--- src/rtl/immediate_pipe_unit_pkg.sv ---
// Shared constants and format-select encodings for the immediate pipe unit.
// Optional feature macro: IMM_PIPE_ILLEGAL_EN (adds the o_Illegal output).
package immediate_pipe_unit_pkg;

   localparam int IMM_SEL_WIDTH = 2;

   // Select values 3'd6 is unused and 3'd7 is the explicit "unknown" code;
   // both fall through to a zero immediate.
   typedef enum logic [IMM_SEL_WIDTH:0] {
      IMM_U_TYPE       = 3'd0,
      IMM_J_TYPE       = 3'd1,
      IMM_I_TYPE       = 3'd2,
      IMM_S_TYPE       = 3'd3,
      IMM_B_TYPE       = 3'd4,
      IMM_Z_TYPE       = 3'd5,
      IMM_UNKNOWN_TYPE = 3'd7
   } imm_sel_e;

   localparam int FIFO_DEPTH = 2;

endpackage

--- src/rtl/immediate_format_extract.sv ---
// Combinational extraction and extension of RISC-V immediates to XLEN bits.
// Optional feature macro: IMM_PIPE_ILLEGAL_EN (adds the o_Illegal output).
module immediate_format_extract
   import immediate_pipe_unit_pkg::*;
#(
   parameter int XLEN = 32
) (
   input  logic [IMM_SEL_WIDTH:0] i_Imm_Select,
   input  logic [31:7]            i_Instruction_No_Opcode,
`ifdef IMM_PIPE_ILLEGAL_EN
   output logic                   o_Illegal,
`endif
   output logic [XLEN-1:0]        o_Immediate
);

   // Decode the select, fill the upper bits with the sign first, then overlay the
   // format's low field; Z is the only zero-extended format.
   always_comb begin
      o_Immediate = '0;
`ifdef IMM_PIPE_ILLEGAL_EN
      o_Illegal   = 1'b0;
`endif
      case (i_Imm_Select)
         IMM_U_TYPE: begin
            o_Immediate       = {XLEN{i_Instruction_No_Opcode[31]}};
            o_Immediate[31:0] = {i_Instruction_No_Opcode[31:12], 12'b0};
         end
         IMM_J_TYPE: begin
            o_Immediate       = {XLEN{i_Instruction_No_Opcode[31]}};
            o_Immediate[20:0] = {i_Instruction_No_Opcode[31], i_Instruction_No_Opcode[19:12],
                                 i_Instruction_No_Opcode[20], i_Instruction_No_Opcode[30:21], 1'b0};
         end
         IMM_I_TYPE: begin
            o_Immediate       = {XLEN{i_Instruction_No_Opcode[31]}};
            o_Immediate[11:0] = i_Instruction_No_Opcode[31:20];
         end
         IMM_S_TYPE: begin
            o_Immediate       = {XLEN{i_Instruction_No_Opcode[31]}};
            o_Immediate[11:0] = {i_Instruction_No_Opcode[31:25], i_Instruction_No_Opcode[11:7]};
         end
         IMM_B_TYPE: begin
            o_Immediate       = {XLEN{i_Instruction_No_Opcode[31]}};
            o_Immediate[12:0] = {i_Instruction_No_Opcode[31], i_Instruction_No_Opcode[7],
                                 i_Instruction_No_Opcode[30:25], i_Instruction_No_Opcode[11:8], 1'b0};
         end
         IMM_Z_TYPE: begin
            o_Immediate[4:0] = i_Instruction_No_Opcode[19:15];
         end
         default: begin
`ifdef IMM_PIPE_ILLEGAL_EN
            o_Illegal = 1'b1;
`endif
         end
      endcase
   end

endmodule

--- src/rtl/immediate_pipe_unit.sv ---
// Registered, back-pressured immediate generator with a 2-entry result FIFO.
// Optional feature macro: IMM_PIPE_ILLEGAL_EN (adds o_Illegal, carried per entry).
module immediate_pipe_unit
   import immediate_pipe_unit_pkg::*;
#(
   parameter int XLEN      = 32,
   parameter int TAG_WIDTH = 5
) (
   input  logic                   i_Clock,
   input  logic                   i_Reset,
   input  logic                   i_Flush,
   input  logic                   i_Valid,
   output logic                   o_Ready,
   input  logic [IMM_SEL_WIDTH:0] i_Imm_Select,
   input  logic [31:7]            i_Instruction_No_Opcode,
   input  logic [TAG_WIDTH-1:0]   i_Tag,
   output logic                   o_Valid,
   input  logic                   i_Ready,
   output logic [XLEN-1:0]        o_Immediate,
`ifdef IMM_PIPE_ILLEGAL_EN
   output logic                   o_Illegal,
`endif
   output logic [TAG_WIDTH-1:0]   o_Tag
);

   logic [XLEN-1:0]      w_Immediate;
   logic                 w_Push;
   logic                 w_Pop;
   logic [1:0]           r_Count;
   logic                 r_RdPtr;
   logic                 r_WrPtr;
   logic [XLEN-1:0]      r_Imm [FIFO_DEPTH];
   logic [TAG_WIDTH-1:0] r_Tag [FIFO_DEPTH];
`ifdef IMM_PIPE_ILLEGAL_EN
   logic                 w_Illegal;
   logic                 r_Ill [FIFO_DEPTH];
`endif

   immediate_format_extract #(
      .XLEN(XLEN)
   ) u_Extract (
      .i_Imm_Select           (i_Imm_Select),
      .i_Instruction_No_Opcode(i_Instruction_No_Opcode),
`ifdef IMM_PIPE_ILLEGAL_EN
      .o_Illegal              (w_Illegal),
`endif
      .o_Immediate            (w_Immediate)
   );

   // Handshake and head-of-FIFO outputs, all derived from registered state so
   // o_Ready never depends combinationally on i_Ready.
   always_comb begin
      o_Valid     = (r_Count != 2'd0);
      o_Ready     = (r_Count != 2'd2);
      w_Push      = i_Valid && o_Ready;
      w_Pop       = o_Valid && i_Ready;
      o_Immediate = o_Valid ? r_Imm[r_RdPtr] : '0;
      o_Tag       = o_Valid ? r_Tag[r_RdPtr] : '0;
`ifdef IMM_PIPE_ILLEGAL_EN
      o_Illegal   = o_Valid ? r_Ill[r_RdPtr] : 1'b0;
`endif
   end

   // Occupancy and pointers; flush empties the FIFO and discards any same-cycle push.
   always_ff @(posedge i_Clock) begin
      if (i_Reset || i_Flush) begin
         r_Count <= 2'd0;
         r_RdPtr <= 1'b0;
         r_WrPtr <= 1'b0;
      end else begin
         if (w_Push) r_WrPtr <= ~r_WrPtr;
         if (w_Pop)  r_RdPtr <= ~r_RdPtr;
         r_Count <= r_Count + {1'b0, w_Push} - {1'b0, w_Pop};
      end
   end

   // Entry storage; contents are only visible through o_* while counted as valid.
   always_ff @(posedge i_Clock) begin
      if (w_Push && !i_Reset && !i_Flush) begin
         r_Imm[r_WrPtr] <= w_Immediate;
         r_Tag[r_WrPtr] <= i_Tag;
`ifdef IMM_PIPE_ILLEGAL_EN
         r_Ill[r_WrPtr] <= w_Illegal;
`endif
      end
   end

endmodule

--- config.mk ---
export PLATFORM = sky130hd
export DESIGN_NAME = immediate_pipe_unit
export DESIGN_NICKNAME = d
export VERILOG_FILES = /design/src/rtl/immediate_pipe_unit_pkg.sv /design/src/rtl/immediate_format_extract.sv /design/src/rtl/immediate_pipe_unit.sv
export SDC_FILE = /design/constraint.sdc
export NUM_CORES = 1
export LEC_CHECK = 0
export ABC_AREA = 1
export ABC_CLOCK_PERIOD_IN_PS = 2800
export CAP_MARGIN = 40
export CORE_ASPECT_RATIO = 1.2
export CORE_UTILIZATION = 46
export DETAILED_ROUTE_END_ITERATION = 16
export GPL_ROUTABILITY_DRIVEN = 0
export PLACE_DENSITY = 0.76
export SLEW_MARGIN = 15
export SYNTH_ARGS = -nofsm -noshare
export SYNTH_HDL_FRONTEND = slang
export SYNTH_HIERARCHICAL = 1
export SYNTH_SLANG_ARGS = --single-unit
--- constraint.sdc ---
create_clock -name i_Clock -period 2.8 [get_ports i_Clock]
set_input_delay 0.42 -clock i_Clock [delete_from_list [all_inputs] [get_ports i_Clock]]
set_output_delay 0.42 -clock i_Clock [all_outputs]
set_load 0.05 [all_outputs]
==> results of run 1 <==
==> where the power goes <==
group | total, mW | switching (mW) | internal (mW)
Sequential | 1.33 | 0.00720 | 1.32
Combinational | 0.427 | 0.287 | 0.141
Clock | 0.889 | 0.383 | 0.506
Total | 2.64 | 0.677 | 1.97
==> logic make-up (layout without fill, tap and decap cells) <==
| group | after synthesis | count (layout) | synth area share |
|---|---|---|---|
| and+or+nand+nor | 207 | 207 | 0.227 |
| DFF | 79 | 79 | 0.612 |
| AOI/OAI and AO/OA | 49 | 49 | 0.0837 |
| buffers and inverters | 42 | 122 | 0.0675 |
| adders and majority gates | 3 | 3 | 0.00989 |
==> synth_stat cells (all sizes together) <==
cell type  number
a31oi           1
o21ai          10
inv            23
a21oi          38
nor2           45
dfxtp           5
nand2         145
ha              3
nand3          10
edfxtp         74
buf            19
nand4           7
==> metrics by stage <==
| step | hold WS, ps | setup TNS (ps) | power (mW) | cell area, µm² | utilization |
|---|---|---|---|---|---|
| global route | 541 | 0 | 2.73 | 4720 | 0.602 |
| floorplan | 467 | -13260 | 1.64 | 3800 | - |
| finish | 506 | 0 | 2.64 | 4720 | 0.602 |
| CTS | 515 | 0 | 2.66 | 4720 | 0.602 |
| global placement | 479 | 0 | 1.77 | 4510 | 0.575 |
| detailed placement | 496 | 0 | 1.78 | 4510 | 0.575 |
==> path summary, 6_finish.rpt <==
path,depth (start not counted),end
worst max-delay path,4,o_Immediate[3]
worst min-delay path,2,r_RdPtr
worst max register to register,9,r_Count[1]
worst min register to register,2,r_RdPtr
==> state kept, by name, summed over array words and instances (netlist names), named ones only <==
| signal | flops |
|---|---|
| r_Imm | 64 |
| r_Tag | 10 |
| r_Count | 2 |
| r_RdPtr | 1 |
| r_WrPtr | 1 |
==> worst max-delay path, stage by stage (launching register included) <==
cell and delay (ps):
dfxtp_1 320, inv_2 460, nand2_1 110, a21oi_1 240, buf_4 250
==> metal layers <==
| metal | up-vias | part of all wire | wire length, µm | GRT usage |
|---|---|---|---|---|
| met5 | - | 0 | 0 | 0 |
| met4 | 0 | 0.020 | 164 | 0.102 |
| met3 | 16 | 0.054 | 438 | 0.0399 |
| met2 | 111 | 0.54 | 4390 | 0.380 |
| met1 | 1339 | 0.39 | 3180 | 0.227 |
| li1 | 1408 | - | - | - |
==> layout make-up <==
class | instances | area (µm²)
clock buffer | 13 | 139
clock inverter | 3 | 68.8
fill | 666 | 3120
inverter | 23 | 86.3
multi-input combinational | 259 | 1240
sequential | 79 | 2320
tap | 92 | 115
timing repair buffer | 83 | 746
==> impl_metrics.env, run 1 <==
export IMPL_status="finished, violations left"
export IMPL_violations="design-rule violations"
export IMPL_endpoint_kind="output port"
export IMPL_setup_worst_path_class="register to output port"
export IMPL_dr_first_iter_drc_count=197
export IMPL_worstMarginPinSlew_ps=630
export IMPL_max_freq_mhz=465
export IMPL_synthesis_nets=421
export IMPL_hold_viol_final=0
export IMPL_cts_sinks=79
export IMPL_mostFrequentLayoutCell="nand2_1"
export IMPL_overflow=0
export IMPL_drc=5
export IMPL_cts_hold_fix_buffers=0
export IMPL_synth_seq_area_share=0.612
export IMPL_grt_antenna_before_repair=0
export IMPL_io_buffer_count=76
export IMPL_finalMaxSlewViolations=0
export IMPL_p_leak_nw=1.91
export IMPL_drive_above_1_share=0.202
export IMPL_ff2ff_setup_slack_ps=900
export IMPL_startpoint_type="register"
export IMPL_ys_ff_latch=79
export IMPL_cp_max_fo=37
export IMPL_netlist_area_leader_share=0.585
export IMPL_nets=496
export IMPL_required_ps=2380
export IMPL_synth_avg_cell_area_um2=9.99
export IMPL_die_h_um=102
export IMPL_setup_viol=0
export IMPL_drtAntennaViolNets=0
export IMPL_via_count=2874
export IMPL_ys_warnings_count=6
export IMPL_finalWorstSetupSlack_ps=651
export IMPL_relSlewSlack=0.579
export IMPL_synth_largest_area_cell="edfxtp_1"
export IMPL_stdcell_count=552
export IMPL_num_antenna_cells=0
export IMPL_crit_arrival_ps=1730
export IMPL_clock_path_buffers=2
export IMPL_wire_per_inst_um=14.8
export IMPL_clkTransAtPathRegs_ps=80
export IMPL_grt_setup_unrepaired="false"
export IMPL_grt_pass1_vias=2955
export IMPL_powerDensity_nw_per_um2=560
export IMPL_period_minus_slack_ps=2150
export IMPL_syn_inst=380
export IMPL_worstSkewPairLatency_ps=340
export IMPL_min_path_type="register to register"
export IMPL_firstDrtPassIters=11
export IMPL_pre_cts_slack_ps=547
export IMPL_area_delta_synth_final_pct=24.2
export IMPL_fp_dieArea_um2=8620
export IMPL_clockRootBuffer="clkbuf_8"
export IMPL_ys_types=21
export IMPL_core_area_um2=7840
export IMPL_cts_tree="done"
export IMPL_synth_area_um2=3800
export IMPL_die_x_um=84.9
export IMPL_grt_max_degree=39
export IMPL_cts_resized=0
export IMPL_start_util=0.484
export IMPL_grt_util_all_layers=0.206
export IMPL_wirelength_um=8170
export IMPL_vias_per_cell=5.21
export IMPL_maxCapViolCount=0
export IMPL_fin_worst_skew_ps=12.8
export IMPL_ir_worst_vdd_mv=0.278
export IMPL_post_cts_buffers=0
export IMPL_r2r_start="r_Count[1]"
export IMPL_htreeDepth=3
export IMPL_grt_first_pass_wirelength_um=13300
export IMPL_synth_area_leaders="edfxtp_1, nand2_1, a21oi_2, nor2_1, buf_6"
export IMPL_io_pins=77
export IMPL_dp_cells=536
export IMPL_fp_row_count=35
export IMPL_finalCritPeriodShare=0.768
export IMPL_cts_buffers=9
export IMPL_dpl_hpwl_um=5550
export IMPL_mostFrequentLayoutCells="nand2_1, edfxtp_1, buf_4"
export IMPL_hp_start="r_RdPtr"
No activity file was read; power rests on OpenSTA's default activity.
==> inputs of run 2 (changes only) <==
--- a/config.mk
+++ b/config.mk
@@ -6,13 +6,13 @@
 export NUM_CORES = 1
 export LEC_CHECK = 0
 export ABC_AREA = 1
-export ABC_CLOCK_PERIOD_IN_PS = 2800
+export ABC_CLOCK_PERIOD_IN_PS = 2220
 export CAP_MARGIN = 40
 export CORE_ASPECT_RATIO = 1.2
-export CORE_UTILIZATION = 46
+export CORE_UTILIZATION = 51
 export DETAILED_ROUTE_END_ITERATION = 16
 export GPL_ROUTABILITY_DRIVEN = 0
-export PLACE_DENSITY = 0.76
+export PLACE_DENSITY = 0.79
 export SLEW_MARGIN = 15
 export SYNTH_ARGS = -nofsm -noshare
 export SYNTH_HDL_FRONTEND = slang
==> constraint.sdc (replaced) <==
create_clock -name i_Clock -period 2.22 [get_ports i_Clock]
set_input_delay 0.333 -clock i_Clock [delete_from_list [all_inputs] [get_ports i_Clock]]
set_output_delay 0.333 -clock i_Clock [all_outputs]
set_load 0.05 [all_outputs]
==> impl_metrics.env, run 2 (synthesis gave the netlist of run 1 again) <==
export IMPL_p_seq_frac=0.500
export IMPL_io_pins=77
export IMPL_largest_reg_flops=64
export IMPL_startpoint_type="register"
export IMPL_top_regs="r_Imm x64, r_Tag x10, r_Count x2"
export IMPL_cts_resized=0
export IMPL_p_sw_mw=0.855
export IMPL_area_delta_synth_final_pct=27.4
export IMPL_cpPeakStageDelay_ps=810
export IMPL_period_minus_slack_ps=2050
export IMPL_fin_worst_skew_ps=7.02
export IMPL_cts_hold_fix_buffers=0
export IMPL_setup_worst_path_class="register to output port"
export IMPL_hold_viol_final=0
export IMPL_finalCritPeriodShare=0.924
export IMPL_drc=0
export IMPL_p_int_mw=2.49
export IMPL_post_cts_buffers=0
export IMPL_core_area_um2=7230
export IMPL_finalWorstSetupSlack_ps=168
export IMPL_firstDrtPassIters=5
export IMPL_drive_above_1_share=0.222
export IMPL_cp_cell_sequence="inv_1 > nand2_1 > clkdlybuf4s50_1"
export IMPL_p_leak_nw=1.98
export IMPL_status="completed"
export IMPL_p_sw_frac=0.255
export IMPL_cts_sinks=79
export IMPL_cp_max_fo=3
export IMPL_vias_per_cell=5.30
export IMPL_nFillCells=578
export IMPL_grt_util_all_layers=0.238
export IMPL_grt_pass1_vias=2847
export IMPL_finalMaxSlewViolations=0
export IMPL_grt_first_pass_wirelength_um=13300
export IMPL_worstSkewPairLatency_ps=340
export IMPL_largest_register="r_Imm"
export IMPL_nets=504
export IMPL_ir_worst_vdd_mv=0.402
export IMPL_maxCapViolCount=0
export IMPL_clock_path_buffers=2
export IMPL_dpl_hpwl_um=6090
export IMPL_cts_buffers=9
export IMPL_wirelength_um=8590
export IMPL_p_comb_frac=0.168
export IMPL_crit_arrival_ps=1720
export IMPL_max_freq_mhz=487
export IMPL_grt_max_degree=39
export IMPL_mostFrequentLayoutCell="nand2_1"
export IMPL_via_count=2960
export IMPL_fp_dieArea_um2=7800
export IMPL_clockRootBuffer="clkbuf_8"
export IMPL_mostFrequentLayoutCells="nand2_1, edfxtp_1, buf_4"
export IMPL_whs_ps=521
export IMPL_die_x_um=80.8
export IMPL_stdcell_count=558
export IMPL_grt_antenna_before_repair=0
export IMPL_required_ps=1890
export IMPL_cts_tree="done"
export IMPL_overflow=0
export IMPL_grt_setup_unrepaired="false"
export IMPL_dr_first_iter_drc_count=151
export IMPL_pre_cts_slack_ps=159
export IMPL_num_antenna_cells=0
export IMPL_setup_viol=0
export IMPL_relSlewSlack=0.671
export IMPL_io_buffer_count=76
export IMPL_final_cell_area_um2=4840
export IMPL_powerDensity_nw_per_um2=692
export IMPL_wire_per_inst_um=15.4
export IMPL_worstMarginPinSlew_ps=492
export IMPL_clkTransAtPathRegs_ps=80
export IMPL_start_util=0.525
export IMPL_dp_cells=542
export IMPL_cp_slowest_cell="clkdlybuf4s50_1"
export IMPL_endpoint_kind="output port"
export IMPL_htreeDepth=3
export IMPL_die_h_um=96.5
export IMPL_min_path_type="register to register"
export IMPL_fp_row_count=34
export IMPL_place_area_um2=4620
export IMPL_drtAntennaViolNets=0
export IMPL_p_clk_frac=0.331
-- run 2: cell types whose count changed in the layout (fill, tap and decap cells not counted) --
cell and change:
buf_12 +4, buf_4 +4, clkbuf_1 -3, clkbuf_8 +3, bufinv_16 -2, clkbuf_16 +2
clkinv_2 +1, clkinv_4 -1
-- run 2: layer usage --
layer  track usage  vias up  wire length (µm)
met4         0.119        0               276
met5             0        -                 0
met3        0.0441       26               491
met2         0.419      126              4420
li1              -     1424                 -
met1         0.278     1384              3400
-- run 2: layout make-up --
type / instances / area, µm² / share of cell area
tap: 90 / 113 / 0.0233
multi-input combinational: 259 / 1240 / 0.256
clock inverter: 1 / 5.00 / 0.00103
clock buffer: 15 / 219 / 0.0452
timing repair buffer: 91 / 856 / 0.177
sequential: 79 / 2320 / 0.480
inverter: 23 / 86.3 / 0.0178
-- run 2: path summary, 6_finish.rpt --
check,from,end,slack (ps),cells after the start
setup / recovery,r_Count[0],o_Ready,170,3
hold / removal,r_WrPtr,r_WrPtr,520,2
setup reg to reg,r_Count[0],r_Count[1],600,8
hold reg to reg,r_WrPtr,r_WrPtr,520,2
-- run 2: worst max-delay path: cells and delay by family (launching register included) --
family / cells / cell delay (ps)
buf+inv: 2 / 890
flops: 1 / 390
simple gates: 1 / 100
-- run 2: through the flow --
stage                     setup TNS (ps)  utilization  power, mW
after floorplan                   -12680            -       2.06
after global placement                 0        0.638       2.26
after detailed placement               0        0.638       2.27
after CTS                              0        0.669       3.37
after global routing                   0        0.669       3.47
final                                  0        0.669       3.35
-- run 2: power groups by stage --
stage | Clock [mW] | Sequential [mW] | Combinational, mW
final | 1.11 | 1.67 | 0.564
after global routing | 1.19 | 1.68 | 0.604
after CTS | 1.13 | 1.67 | 0.564
after detailed placement | 0 | 1.71 | 0.562
after global placement | 0 | 1.71 | 0.550
after floorplan | 0 | 1.71 | 0.359
==> inputs of run 3 (changes only) <==
--- a/config.mk
+++ b/config.mk
@@ -9,6 +9,7 @@
 export ABC_CLOCK_PERIOD_IN_PS = 2220
 export CAP_MARGIN = 40
 export CORE_ASPECT_RATIO = 1.2
+export CORE_MARGIN = 5
 export CORE_UTILIZATION = 51
 export DETAILED_ROUTE_END_ITERATION = 16
 export GPL_ROUTABILITY_DRIVEN = 0
==> impl_metrics.env, run 3 (synthesis gave the netlist of run 1 again) <==
export IMPL_status="completed"
export IMPL_drtAntennaViolNets=0
export IMPL_pre_cts_slack_ps=141
export IMPL_io_buffer_count=76
export IMPL_fin_setup_tns_ps=0
export IMPL_overflow=0
export IMPL_worstSkewPairLatency_ps=340
export IMPL_cp_max_fo=3
export IMPL_dp_cells=537
export IMPL_die_h_um=105
export IMPL_grt_antenna_before_repair=0
export IMPL_grt_first_pass_wirelength_um=14000
export IMPL_fp_row_count=34
export IMPL_cts_hold_fix_buffers=0
export IMPL_fp_dieArea_um2=9280
export IMPL_required_ps=1890
export IMPL_top_regs="r_Imm x64, r_Tag x10, r_Count x2"
export IMPL_wirelength_um=8460
export IMPL_worstMarginPinSlew_ps=497
export IMPL_htreeDepth=3
export IMPL_cts_tree="done"
export IMPL_finalCritPeriodShare=0.935
export IMPL_max_freq_mhz=482
export IMPL_finalPower_mw=3.10
export IMPL_clockRootBuffer="clkbuf_8"
export IMPL_nets=499
export IMPL_cpPeakStageDelay_ps=820
export IMPL_cts_sinks=79
export IMPL_period_minus_slack_ps=2080
export IMPL_mostFrequentLayoutCells="nand2_1, edfxtp_1, buf_4"
export IMPL_firstDrtPassIters=5
export IMPL_post_cts_buffers=0
export IMPL_largest_register="r_Imm"
export IMPL_cp_slowest_cell="clkdlybuf4s50_1"
export IMPL_powerDensity_nw_per_um2=656
export IMPL_io_pins=77
export IMPL_endpoint_kind="output port"
export IMPL_ir_worst_vdd_mv=0.408
export IMPL_setup_viol=0
export IMPL_grt_setup_unrepaired="false"
export IMPL_grt_util_all_layers=0.197
export IMPL_mostFrequentLayoutCell="nand2_1"
export IMPL_dr_first_iter_drc_count=308
export IMPL_fin_worst_skew_ps=4.90
export IMPL_crit_arrival_ps=1740
export IMPL_area_delta_synth_final_pct=24.3
export IMPL_via_count=2937
export IMPL_relSlewSlack=0.668
export IMPL_wire_per_inst_um=15.3
export IMPL_cts_buffers=9
export IMPL_finalMaxSlewViolations=0
export IMPL_finalWorstSetupSlack_ps=145
export IMPL_cts_resized=0
export IMPL_hold_viol_final=0
export IMPL_clock_path_buffers=2
export IMPL_dpl_hpwl_um=6060
export IMPL_min_path_type="register to register"
export IMPL_drive_above_1_share=0.210
export IMPL_largest_reg_flops=64
export IMPL_clkTransAtPathRegs_ps=70
export IMPL_startpoint_type="register"
export IMPL_p_leak_nw=1.92
export IMPL_grt_pass1_vias=2898
export IMPL_setup_worst_path_class="register to output port"
export IMPL_drc=0
export IMPL_maxCapViolCount=0
export IMPL_stdcell_count=552
export IMPL_num_antenna_cells=0
export IMPL_cp_cell_sequence="inv_1 > nand2_1 > clkdlybuf4s50_1"
export IMPL_core_area_um2=7270
export IMPL_grt_max_degree=39
export IMPL_vias_per_cell=5.32
export IMPL_final_core_util=0.649
export IMPL_start_util=0.522
export IMPL_die_x_um=88.8
[run 3: final timing paths]
path	slack, ps	start	endpoint	cells after the start
worst max register to register	530	r_Count[1]	r_Count[1]	8
worst max-delay path	140	r_Count[0]	o_Ready	3
worst min register to register	510	r_RdPtr	register	2
worst min-delay path	510	r_RdPtr	register	2
[run 3: power breakdown]
group | switching (mW) | total (mW) | internal, mW | leakage, nW
clock network | 0.479 | 0.869 | 0.390 | 0.0793
logic | 0.365 | 0.555 | 0.191 | 1.08
registers | 0.00923 | 1.67 | 1.66 | 0.760
[run 3: critical path: cells and delay by family (launching register included)]
kind                   cells  cell delay, ps
buffers and inverters      2             900
flip-flops                 1             380
AND/OR/NAND/NOR            1             120
[run 3: area by class of cell]
cell class | instances | area, µm²
well taps | 90 | 113
clock inverters | 5 | 26.3
multi-input cells | 259 | 1240
flip-flops and latches | 79 | 2320
inverters | 23 | 86.3
repair buffers | 86 | 806
clock buffers | 10 | 128
fillers | 577 | 2550
[run 3: metrics by stage]
stage	instance area (µm²)	hold slack [ps]
after floorplan	3800	432
after global placement	4570	479
after detailed placement	4570	489
after CTS	4720	507
after global routing	4720	530
final	4720	505
[run 3: routing by layer]
layer  up-vias  wire, µm  GRT usage
li1       1420         -          -
met1      1371      3310      0.244
met3        24       570     0.0317
met4         0       259      0.107
met5         -         0          0
met2       122      4320      0.321
